[src/rtl/sequential_elevator.sv]
`default_nettype none
// ============================================================================
// Module      : sequential_elevator
// Description : Three-floor elevator controller. Latches floor requests,
//               chooses travel direction, tracks car position from the
//               arrival sensor, and drives registered LED/direction/door
//               outputs.
// Revision    : 1.0 - initial release
// ============================================================================
module sequential_elevator #(
  parameter int DOOR_CYCLES = 4
) (
  input  logic       clk,
  input  logic       rst,
  input  logic       floor_button1,
  input  logic       floor_button2,
  input  logic       floor_button3,
  input  logic       elevator_arrived,
  output logic       floor1_led,
  output logic       floor2_led,
  output logic       floor3_led,
  output logic [1:0] elevator_direction,
  output logic       door_open
);

  localparam int            TW          = (DOOR_CYCLES < 1) ? 1 : $clog2(DOOR_CYCLES + 1);
  localparam logic [TW-1:0] C_DOOR_LOAD = TW'(DOOR_CYCLES);
  localparam logic [TW-1:0] C_ONE       = TW'(1);

  typedef enum logic [1:0] {
    ST_IDLE      = 2'd0,
    ST_MOVE_UP   = 2'd1,
    ST_MOVE_DOWN = 2'd2,
    ST_DOOR      = 2'd3
  } state_t;

  // Registered state; request bit i corresponds to floor i+1
  state_t        state_q, state_d;
  logic [1:0]    floor_q, floor_d;
  logic [2:0]    req_q, req_d;
  logic [TW-1:0] timer_q, timer_d;
  logic          last_up_q, last_up_d;
  logic [2:0]    leds_q;
  logic [1:0]    dir_q;
  logic          door_q;

  // Combinational helpers
  logic [2:0]    w_btn;
  logic [2:0]    w_cur_oh;
  logic [2:0]    w_next_oh;
  logic          w_hit;
  logic          w_above;
  logic          w_below;
  state_t        w_dec_state;
  logic          w_dec_last_up;

  function automatic logic [2:0] floor_onehot(input logic [1:0] f);
    case (f)
      2'd2:    return 3'b010;
      2'd3:    return 3'b100;
      default: return 3'b001;
    endcase
  endfunction

  assign w_btn    = {floor_button3, floor_button2, floor_button1};
  assign w_cur_oh = floor_onehot(floor_q);
  assign w_hit    = |(w_btn & w_cur_oh);

  // Classify latched requests relative to the current floor
  always_comb begin
    w_above = 1'b0;
    w_below = 1'b0;
    case (floor_q)
      2'd1: w_above = req_q[1] | req_q[2];
      2'd2: begin
        w_above = req_q[2];
        w_below = req_q[0];
      end
      2'd3: w_below = req_q[0] | req_q[1];
      default: ;
    endcase
  end

  // Direction decision: single-sided requests pick that side, two-sided keep heading
  always_comb begin
    w_dec_state   = ST_IDLE;
    w_dec_last_up = last_up_q;
    if (w_above && !w_below) begin
      w_dec_state   = ST_MOVE_UP;
      w_dec_last_up = 1'b1;
    end else if (w_below && !w_above) begin
      w_dec_state   = ST_MOVE_DOWN;
      w_dec_last_up = 1'b0;
    end else if (w_above && w_below) begin
      w_dec_state   = last_up_q ? ST_MOVE_UP : ST_MOVE_DOWN;
    end
  end

  // Next-state logic for FSM, floor, request latch and door timer
  always_comb begin
    state_d   = state_q;
    floor_d   = floor_q;
    req_d     = req_q | w_btn;
    timer_d   = timer_q;
    last_up_d = last_up_q;
    w_next_oh = 3'b000;
    case (state_q)
      ST_IDLE, ST_DOOR: begin
        // The current-floor button opens / holds the door instead of latching
        req_d = req_q | (w_btn & ~w_cur_oh);
        if (w_hit) begin
          state_d = ST_DOOR;
          timer_d = C_DOOR_LOAD;
        end else if (state_q == ST_DOOR && timer_q > C_ONE) begin
          timer_d = timer_q - C_ONE;
        end else begin
          // Idle, or last door cycle: the decision picks the next state directly
          timer_d   = '0;
          state_d   = w_dec_state;
          last_up_d = w_dec_last_up;
        end
      end
      ST_MOVE_UP, ST_MOVE_DOWN: begin
        if (elevator_arrived) begin
          if (state_q == ST_MOVE_UP) begin
            floor_d = (floor_q == 2'd3) ? floor_q : floor_q + 2'd1;
          end else begin
            floor_d = (floor_q == 2'd1) ? floor_q : floor_q - 2'd1;
          end
          w_next_oh = floor_onehot(floor_d);
          if (|(req_d & w_next_oh)) begin
            req_d   = req_d & ~w_next_oh;
            state_d = ST_DOOR;
            timer_d = C_DOOR_LOAD;
          end
        end
      end
      default: state_d = ST_IDLE;
    endcase
  end

  // State registers; outputs are registered from the next-state values
  always_ff @(posedge clk or posedge rst) begin
    if (rst) begin
      state_q   <= ST_IDLE;
      floor_q   <= 2'd1;
      req_q     <= 3'b000;
      timer_q   <= '0;
      last_up_q <= 1'b1;
      leds_q    <= 3'b001;
      dir_q     <= 2'b00;
      door_q    <= 1'b0;
    end else begin
      state_q   <= state_d;
      floor_q   <= floor_d;
      req_q     <= req_d;
      timer_q   <= timer_d;
      last_up_q <= last_up_d;
      leds_q    <= floor_onehot(floor_d);
      dir_q     <= (state_d == ST_MOVE_UP)   ? 2'b01 :
                   (state_d == ST_MOVE_DOWN) ? 2'b10 : 2'b00;
      door_q    <= (state_d == ST_DOOR);
    end
  end

  assign floor1_led         = leds_q[0];
  assign floor2_led         = leds_q[1];
  assign floor3_led         = leds_q[2];
  assign elevator_direction = dir_q;
  assign door_open          = door_q;

endmodule
`default_nettype wire

[config.mk]
export PLATFORM = sky130hd
export DESIGN_NAME = sequential_elevator
export DESIGN_NICKNAME = d
export VERILOG_FILES = /design/src/rtl/sequential_elevator.sv
export SDC_FILE = /design/constraint.sdc
export NUM_CORES = 1
export LEC_CHECK = 0
export ABC_AREA = 0
export CAP_MARGIN = 20
export CORE_MARGIN = 2
export CORE_UTILIZATION = 45
export CTS_CLUSTER_SIZE = 28
export DETAILED_ROUTE_END_ITERATION = 16
export MAX_ROUTING_LAYER = met4
export PLACE_DENSITY = 0.76
export SKIP_CTS_REPAIR_TIMING = 1
export SLEW_MARGIN = 40
export SYNTH_ARGS = -nofsm -noshare
export SYNTH_HDL_FRONTEND = slang
export SYNTH_SLANG_ARGS = --single-unit
[constraint.sdc]
create_clock -name clk -period 2.2 [get_ports clk]
set_clock_uncertainty 0.05 [all_clocks]
set_input_delay 0.33 -clock clk [delete_from_list [all_inputs] [get_ports clk]]
set_output_delay 0.33 -clock clk [all_outputs]
set_load 0.005 [all_outputs]
# After elaboration in Yosys (flattened, before gate mapping)

Index checks and enable logic that the tools add are counted.

Flip-flop bits (word level): 17
Input bits: 6
Output and inout bits: 6
Word-level logic and storage cells: 88

$add $sub $neg: 3
Order comparisons: 1
Eq/ne operators: 15
Multiplexer cells: 35
Bitwise gates (word level): 12
Reductions and logical operators: 14

Operators by type and width:

| cell                                                          | number |
|---|---|
| two-way mux 2 bit                                             | 17 |
| one-hot mux 3 bit (2 select lines)                            | 5 |
| two-way mux 3 bit                                             | 8 |
| == test 2 bit, second input constant                          | 10 |
| AND 3 bit                                                     | 4 |
| == test 2 x 1 -> 1 bit, second input constant                 | 3 |
| inverter 3 bit                                                | 2 |
| OR 3 bit                                                      | 2 |
| OR reduction 3 bit                                            | 2 |
| logical AND 1 bit                                             | 4 |
| != test 2 bit, second input constant                          | 2 |
| one-hot mux 1 bit (2 select lines)                            | 2 |
| one-hot mux 2 bit (2 select lines)                            | 1 |
| AND reduction 4 bit                                           | 1 |
| OR reduction 2 bit                                            | 2 |
| greater-than comparator 3 x 1 -> 1 bit, second input constant | 1 |
| subtractor 3 x 1 -> 3 bit, second input constant              | 1 |
| adder 2 x 1 -> 2 bit, second input constant                   | 1 |
| zero test 1 bit                                               | 2 |
| zero test 2 bit                                               | 1 |
| two-way mux 1 bit                                             | 2 |
| inverter 1 bit                                                | 2 |
| OR 1 bit                                                      | 2 |
| AND reduction 2 bit                                           | 1 |
| 2 further kinds                                               | 2 |

# Longest topological paths before layout

Gate-level depths: netlist of the first run.

Depth after elaboration: 17
Depth in mapped cells: 11
Gate-level depth less buffers: 11

# Worst setup path before layout of the first run

Ideal clock, no wire load.

Kind: reg-to-reg
From: register floor_q[0]
To: register dir_q[1], in the netlist elevator_direction[1]
Library setup time: 0.094 ns
Data arrival time: 2.089 ns
Data required time: 2.056 ns
Setup slack: -0.033 ns
Stages on the path, launching flop included: 10
Clock period less this slack: 2.233 ns
Cell sequence: dfstp_2 inv_1 ha_1 nor2_1 a21oi_1 ha_1 and3b_1 a311oi_1 o21ai_0 a211oi_1

Longest elaborated chain between the ends: 17
Elaborated cells on any way between the ends: 39
Classes of those cells: 2 x add/sub; 7 x eq/ne; 21 x mux; 2 x bitwise; 7 x reduce/logical

Ends and longest elaborated chain:

| item                                                    | line     | RTL |
|---|---|---|
| start: declaration                                      | 39       | `logic [1:0] floor_q, floor_d;` |
| start signal: assignment                                | 155      | `floor_q <= floor_d;` |
| subtractor 2 x 1 -> 2 bit, or another cell as far along | 128      | `floor_d = (floor_q == 2'd1) ? floor_q : floor_q - 2'd1;` |
| two-way mux 2 bit, on equally long branches             | 128, 126 |  |
| two-way mux 2 bit                                       | 125      | `if (state_q == ST_MOVE_UP) begin` |
| two-way mux 2 bit                                       | 124      | `if (elevator_arrived) begin` |
| two-way mux 2 bit                                       | 107      | `case (state_q)` |
| == test 2 bit                                           | 58       | `case (f)` |
| one-hot mux 3 bit (2 select lines)                      | 58       |  |
| two-way mux 3 bit                                       | 124      |  |
| two-way mux 3 bit                                       | 107      |  |
| AND 3 bit                                               | 131      | `if (\|(req_d & w_next_oh)) begin` |
| OR reduction 3 bit                                      | 131      |  |
| two-way mux 2 bit                                       | 131      |  |
| two-way mux 2 bit                                       | 124      |  |
| one-hot mux 2 bit (2 select lines) (*)                  | 107      |  |
| == test 2 bit                                           | 161      | `(state_d == ST_MOVE_DOWN) ? 2'b10 : 2'b00;` |
| two-way mux 2 bit                                       | 161      |  |
| two-way mux 2 bit (*)                                   | 160      | `dir_q <= (state_d == ST_MOVE_UP) ? 2'b01 :` |
| end signal: assignment                                  | 160      |  |
| end: declaration                                        | 44       | `logic [1:0] dir_q;` |

Every way passes the cells marked *; elsewhere a longest branch is shown, timed or not. The select of a mux whose other input is x is not followed.
A chain may end at the register's enable or synchronous reset.

# Worst setup path in the final report of the first run

Same ends and word-level chain as after synthesis.

==> metrics.yaml, run 1 <==
critical_path:
  cp_slowest_cell: "dfstp_2"
  cp_cell_sequence: "inv_4 -> ha_4 -> nand2_1 -> nand2_1 -> and2_4 -> inv_2 -> ha_4 -> and3b_1 -> a311oi_2 -> o21ai_2 -> a211oi_2"
  cp-start-kind: "flop"
  worst_r2r_startpoint: "floor_q[0]"
  r2r_setup_slack_ns: -0.02
  timing_worst_setup_path_type: "reg2reg"
  critPathArrivalTime_ns: 2.38
  worst_ep_required_time_ns: 2.36
  crit_path_end: "elevator_direction[1]"
  r2r_end: "elevator_direction[1]"
  max_stage_delay_ns: 0.63
  r2r_cells: 11
  cp-end-kind: "flop"
  cp.depth: 11
  crit_path_max_fanout: 5
  worstSetupStartpoint: "floor_q[0]"
  crit_family: "flip-flops"
  critPathBufInv: 2
finish:
  stdcell_area_mm2: 0.00143
  nets: 153
  final_core_util_pct: 63.3
  area_growth_pct: 31.2
  fillCellCount: 186
  drive_gt1_share_pct: 33.8
  diodes: 0
floorplan:
  die_area_mm2: 0.00283
  fp-row-count: 17
  io_pins: 12
  die_w_um: 53.2
  start_util_pct: 48.2
  die-height_um: 53.2
  core_mm2: 0.00225
cts:
  cts_root_buf: "clkbuf_4"
  clkLatencyLatePin_ns: 0.30
  clkSlewWorstSetupHoldPaths_ns: 0.12
  cts_buffers: 3
  clockBufferDepth: 2
  cts.sinks: 17
  cts_max_level: 1
  cts_tree: "yes"
grt:
  gr-max-usage-layer: "met2"
  antenna_found_initial: 0
  grtUsageMet3_pct: 3.39
  gr-total-overflow: 0
  grt_util_met1_pct: 19.4
  grt_max_degree: 18
  grt_pass1_wl_um: 3570
  use_met2_pct: 34.2
  grtUsageTotal_pct: 17.9
  grt_pass1_vias: 858
power_and_ir_drop:
  swShare_pct: 42.9
  p_clk_share_pct: 7.6
  pwr-share-comb_pct: 66.5
  intPower_w: 0.00129
  peakVddDrop_v: 0.00107
  p_leak_nw: 0.618
  power.switching_w: 0.000973
  seqPwrFrac_pct: 25.9
  powerDensity_mw_per_mm2: 1590
timing:
  fin_crit_ns: 2.22
  worst_slack_ns: -0.0198
  hold_violations: 0
  finalSetupViolCount: 4
  relSlewSlack_pct: 57.4
  slew_viol_final: 0
  rsz0062_at_grt: "yes"
  tightest_slew_ns: 0.639
  timing.final.crit_share_pct: 101
  fmax_mhz: 450
logic_synthesis:
  ys_async_sr_fraction_pct: 100
  synth_cells: 110
  synth_edf_count: 0
  dominantRegCellSynth: "dfrtp_1"
  ys_ff_latch: 17
  synth_area_mm2: 0.00109
  avgSynthCellArea_um2: 9.88
  ys_warn_count: 0
  yosys.cell_types.count: 33
  yosysSeqAreaShare_pct: 39.5
  syn-num-nets: 129
route:
  drt-initial-drc-count: 6
  drt_pass1_iterations: 4
  routed_via_density: 5.52
  wl_per_cell_um: 14.8
  ant_nets: 0
  drcViolationCount: 0
  vias: 889
  drt_wl_total_um: 2390
placed_design:
  gp_congestion: 0.932
  dp.final_hpwl_um: 1730
  port_buffers: 11
  place_area_mm2: 0.00129
status:
  violations: "negative setup slack"
  outcome: "finished with violations"
hold_path:
  hold_path.class: "in2async"
run:
  cap_violations: 0
power groups by stage:
stage | clock, W | sequential, W | combinational [W]
after floorplan | 0 | 0.000550 | 0.000864
after global placement | 0 | 0.000559 | 0.00125
after detailed placement | 0 | 0.000568 | 0.00128
after CTS | 0.000173 | 0.000562 | 0.00129
after global routing | 0.000191 | 0.000600 | 0.00166
final | 0.000172 | 0.000587 | 0.00151
registers in the layout (all words and copies together) (netlist names):
| register | cells |
|---|---|
| floor_q | 2 |
| door_open | 1 |
| elevator_direction | 2 |
| timer_q | 3 |
| leds_q | 3 |
| last_up_q | 1 |
| req_q | 3 |
| state_q | 2 |
worst register-to-register path: stages (launching register included):
cell,delay (ns)
dfstp_2,0.63
inv_4,0.08
ha_4,0.17
nand2_1,0.06
nand2_1,0.05
and2_4,0.15
inv_2,0.06
ha_4,0.12
and3b_1,0.18
a311oi_2,0.25
o21ai_2,0.12
a211oi_2,0.21
how the worst min path moves through the flow:
stage | startpoint | endpoint | slack [ns]
floorplan | rst | door_open | 0.20
global placement | timer_q[2] | timer_q[2] | 0.48
detailed placement | req_q[1] | req_q[1] | 0.49
CTS | rst | req_q[2] | 0.39
global route | rst | req_q[2] | 0.44
finish | rst | req_q[0] | 0.35
synthesized netlist by cell type (2+ instances only):
cell type / instances / area [µm²]
a21oi_1: 9 / 45.0
o211a_1: 2 / 20.0
ha_1: 13 / 163
and2_1: 2 / 12.5
mux2_2: 4 / 45.0
nand2_1: 8 / 30.0
dfstp_2: 3 / 78.8
o21a_1: 3 / 22.5
nand3_1: 3 / 15.0
a211oi_1: 2 / 15.0
o21ai_0: 6 / 30.0
nor2_1: 9 / 33.8
inv_1: 13 / 48.8
dfrtp_1: 14 / 350
metrics by stage:
step | worst slack [ns] | power, W | cells | setup TNS [ns] | hold WS [ns]
2_1_floorplan | 0.0148 | 0.00141 | 110 | 0 | 0.204
3_3_place_gp | -0.0387 | 0.00181 | 156 | -0.0608 | 0.484
3_5_place_dp | -0.111 | 0.00185 | 156 | -0.330 | 0.492
4_1_cts | -0.143 | 0.00203 | 160 | -0.444 | 0.391
5_1_grt | -0.166 | 0.00245 | 161 | -0.466 | 0.436
6_report | -0.0198 | 0.00227 | 161 | -0.0306 | 0.350
area by class of cell:
class,count,area (µm²),area share [%]
multi-input cells,80,712,49.9
flip-flops and latches,17,430,30.2
repair buffers,19,170,11.9
inverters,13,51.3,3.60
well taps,28,35.0,2.46
clock buffers,3,22.5,1.58
clock inverters,1,5.00,0.351
kinds of logic (layout without fill, tap and decap cells):
logic type | count (synthesis) | count (layout) | synth area share [%]
compound gates | 30 | 30 | 20.1
fa+ha+maj | 13 | 13 | 15.0
buf+inv | 13 | 36 | 4.49
mux | 5 | 5 | 5.06
flops | 17 | 17 | 39.5
simple gates | 32 | 32 | 15.9
metal layers:
| metal | wire (µm) | vias up |
|---|---|---|
| met5 | 0 | - |
| met4 | 31 | 0 |
| met3 | 64 | 4 |
| met2 | 1300 | 14 |
| met1 | 994 | 436 |
| li1 | - | 435 |
layout by cell type, fill, tap and decap left out, types with 2 or more instances in the layout:
cell / netlist / routed
inv_1: 13 / 10
nor2_1: 9 / 8
ha_2: 0 / 2
dfrtp_1: 14 / 13
o211a_1: 2 / 2
nand2_1: 8 / 8
a311oi_2: 1 / 2
ha_1: 13 / 6
clkbuf_4: 0 / 3
a21oi_1: 9 / 8
o21ai_2: 0 / 2
o21a_1: 3 / 3
buf_4: 0 / 8
a211oi_2: 1 / 2
o21ai_0: 6 / 3
dfstp_2: 3 / 3
mux2_2: 4 / 4
nand3_1: 3 / 3
ha_4: 0 / 5
inv_2: 0 / 2
clkdlybuf4s50_1: 0 / 11
Power figures use the tool's default switching activity.
==> run 2: changes to the inputs <==
--- a/config.mk
+++ b/config.mk
@@ -13,7 +13,9 @@
 export DETAILED_ROUTE_END_ITERATION = 16
 export MAX_ROUTING_LAYER = met4
 export PLACE_DENSITY = 0.76
+export SETUP_SLACK_MARGIN = 0.4
 export SKIP_CTS_REPAIR_TIMING = 1
+export SKIP_LAST_GASP = 1
 export SLEW_MARGIN = 40
 export SYNTH_ARGS = -nofsm -noshare
 export SYNTH_HDL_FRONTEND = slang
==> run 2 against run 1 <==
The flow now finishes without violations. Flip-flop and latch count stayed put. Via count is 1.7% higher. Total power is 14% higher. Critical path depth is 2 lower. Worst setup slack better by 0.029 ns. Clock power is 6% lower. Routed wire length is 3.1% higher. Combinational power is 23% higher. Critical path type unchanged.
==> metrics.yaml, run 2 (synthesis gave the netlist of run 1 again) <==
cts:
  clkLatencyLatePin_ns: 0.29  # was 0.30 ns
  clockBufferDepth: 2  # unchanged
  clkSlewWorstSetupHoldPaths_ns: 0.09  # was 0.12 ns
  cts_root_buf: "clkbuf_4"  # unchanged
  cts_buffers: 3  # unchanged
  cts.sinks: 17  # unchanged
  cts_max_level: 1  # unchanged
  cts_tree: "yes"  # unchanged
critical_path:
  timing_worst_setup_path_type: "reg2reg"  # unchanged
  cp-end-kind: "flop"  # unchanged
  worst_ep_required_time_ns: 2.35  # was 2.36 ns
  r2r_cells: 9  # was 11
  worst_r2r_startpoint: "floor_q[0]"  # unchanged
  crit_path_max_fanout: 4  # was 5
  cp-start-kind: "flop"  # unchanged
  critPathArrivalTime_ns: 2.34  # was 2.38 ns
  r2r_end: "door_open"  # was elevator_direction[1]
  r2r_setup_slack_ns: 0.009  # was -0.02 ns
route:
  ant_nets: 0  # unchanged
  drcViolationCount: 0  # unchanged
  vias: 904  # was 889
  drt_wl_total_um: 2460  # was 2390 µm
  routed_via_density: 5.51  # was 5.52
  wl_per_cell_um: 15.0  # was 14.8 µm
  drt-initial-drc-count: 13  # was 6
  drt_pass1_iterations: 4  # unchanged
finish:
  multi_input_area_um2: 807  # was 712 µm²
  nets: 156  # was 153
  final-seq-area_um2: 430  # unchanged
  final_cell_mix: "dfrtp_1, clkdlybuf4s50_1, inv_1, buf_4"  # was dfrtp_1, clkdlybuf4s50_1, inv_1
  area_growth_pct: 43.2  # was 31.2%
  top_regs: "leds_q (3), req_q (3), timer_q (3)"  # unchanged
  drive_gt1_share_pct: 44.1  # was 33.8%
  final_common_cell: "dfrtp_1"  # unchanged
  diodes: 0  # unchanged
  fillCellCount: 172  # was 186
grt:
  gr-total-overflow: 0  # unchanged
  antenna_found_initial: 0  # unchanged
  grtUsageTotal_pct: 19.2  # was 17.9%
  grt_pass1_wl_um: 3790  # was 3570 µm
  grt_max_degree: 18  # unchanged
  grt_pass1_vias: 881  # was 858
floorplan:
  die_w_um: 53.2  # unchanged
  die-height_um: 53.2  # unchanged
  die_area_mm2: 0.00283  # unchanged
  core_mm2: 0.00225  # unchanged
  io_pins: 12  # unchanged
  fp-row-count: 17  # unchanged
  start_util_pct: 48.2  # unchanged
timing:
  timing.setup.tns_ns: 0  # was -0.0306 ns
  worst_slack_ns: 0.00941  # was -0.0198 ns
  fin_crit_ns: 2.19  # was 2.22 ns
  relSlewSlack_pct: 58.9  # was 57.4%
  finalSetupViolCount: 0  # was 4
  fmax_mhz: 456  # was 450 MHz
  hold_violations: 0  # unchanged
  rsz0062_at_grt: "yes"  # unchanged
  slew_viol_final: 0  # unchanged
  whs_ns: 0.354  # was 0.350 ns
  tightest_slew_ns: 0.615  # was 0.639 ns
  timing.final.crit_share_pct: 99.6  # was 101%
placed_design:
  gp_congestion: 0.875  # was 0.932
  preCtsSetupSlack_ns: 0.0382  # was -0.111 ns
  dp.final_hpwl_um: 1710  # was 1730 µm
  port_buffers: 11  # unchanged
hold_path:
  hold_path.class: "in2async"  # unchanged
power_and_ir_drop:
  powerDensity_mw_per_mm2: 1660  # was 1590 mW/mm²
  total_power_w: 0.00259  # was 0.00227 W
  peakVddDrop_v: 0.00120  # was 0.00107 V
  p_leak_nw: 0.651  # was 0.618 nW
status:
  outcome: "completed"  # was finished with violations
run:
  cap_violations: 0  # unchanged
[run 2: cell count changes in the layout (fill, tap and decap cells not counted), sizes merged]
cell	previous run	this run
buf	8	11
[run 2: worst max-delay path by stage]
stage	end	cells past startpoint	slack (ns)	from
2_1_floorplan	elevator_direction[1]	11	0.15	floor_q[0]
3_3_place_gp	elevator_direction[1]	11	0.07	floor_q[0]
3_5_place_dp	elevator_direction[1]	11	0.04	floor_q[0]
4_1_cts	elevator_direction[1]	11	0.01	floor_q[0]
5_1_grt	elevator_direction[1]	11	-0.07	floor_q[0]
6_report	door_open	9	0.009	floor_q[0]
[run 2: final cells by class]
| class | instances | share of cell area [%] |
|---|---|---|
| tap | 28 | 2.25 |
| clock inverter | 1 | 0.322 |
| sequential | 17 | 27.7 |
| multi-input combinational | 80 | 51.8 |
| inverter | 13 | 3.30 |
| timing repair buffer | 22 | 13.2 |
| clock buffer | 3 | 1.45 |
[run 2: where the power goes]
group / switching (W) / total [W] / internal (W) / leakage [nW]
combinational: 0.000896 / 0.00185 / 0.000953 / 0.439
clock: 0.0000933 / 0.000161 / 0.0000677 / 0.0177
sequential: 0.000110 / 0.000576 / 0.000467 / 0.194
total: 0.00110 / 0.00259 / 0.00149 / 0.651
[run 2: stage by stage]
| stage | instance area (µm²) | utilization (%) | cells |
|---|---|---|---|
| 6_report | 1560 | 69.0 | 164 |
| 5_1_grt | 1560 | 69.0 | 164 |
| 4_1_cts | 1380 | 61.2 | 156 |
| 3_5_place_dp | 1350 | 59.9 | 152 |
| 3_3_place_gp | 1350 | 59.9 | 152 |
| 2_1_floorplan | 1180 | - | 110 |
[run 2: metal layers]
| metal | GRT usage [%] | wire length [µm] | vias up |
|---|---|---|---|
| li1 | - | - | 435 |
| met1 | 20.1 | 962 | 450 |
| met2 | 35.6 | 1400 | 17 |
| met3 | 5.65 | 89 | 2 |
| met4 | 3.85 | 6 | 0 |
| met5 | - | 0 | - |
[run 2: worst max-delay path: stages (launching register included)]
cell and delay, ns:
dfstp_2 0.60, inv_4 0.07, ha_4 0.18, nand2_2 0.07, nand2_1 0.06, and2_4 0.15
buf_4 0.13, ha_4 0.16, o311a_4 0.37, a311oi_2 0.25
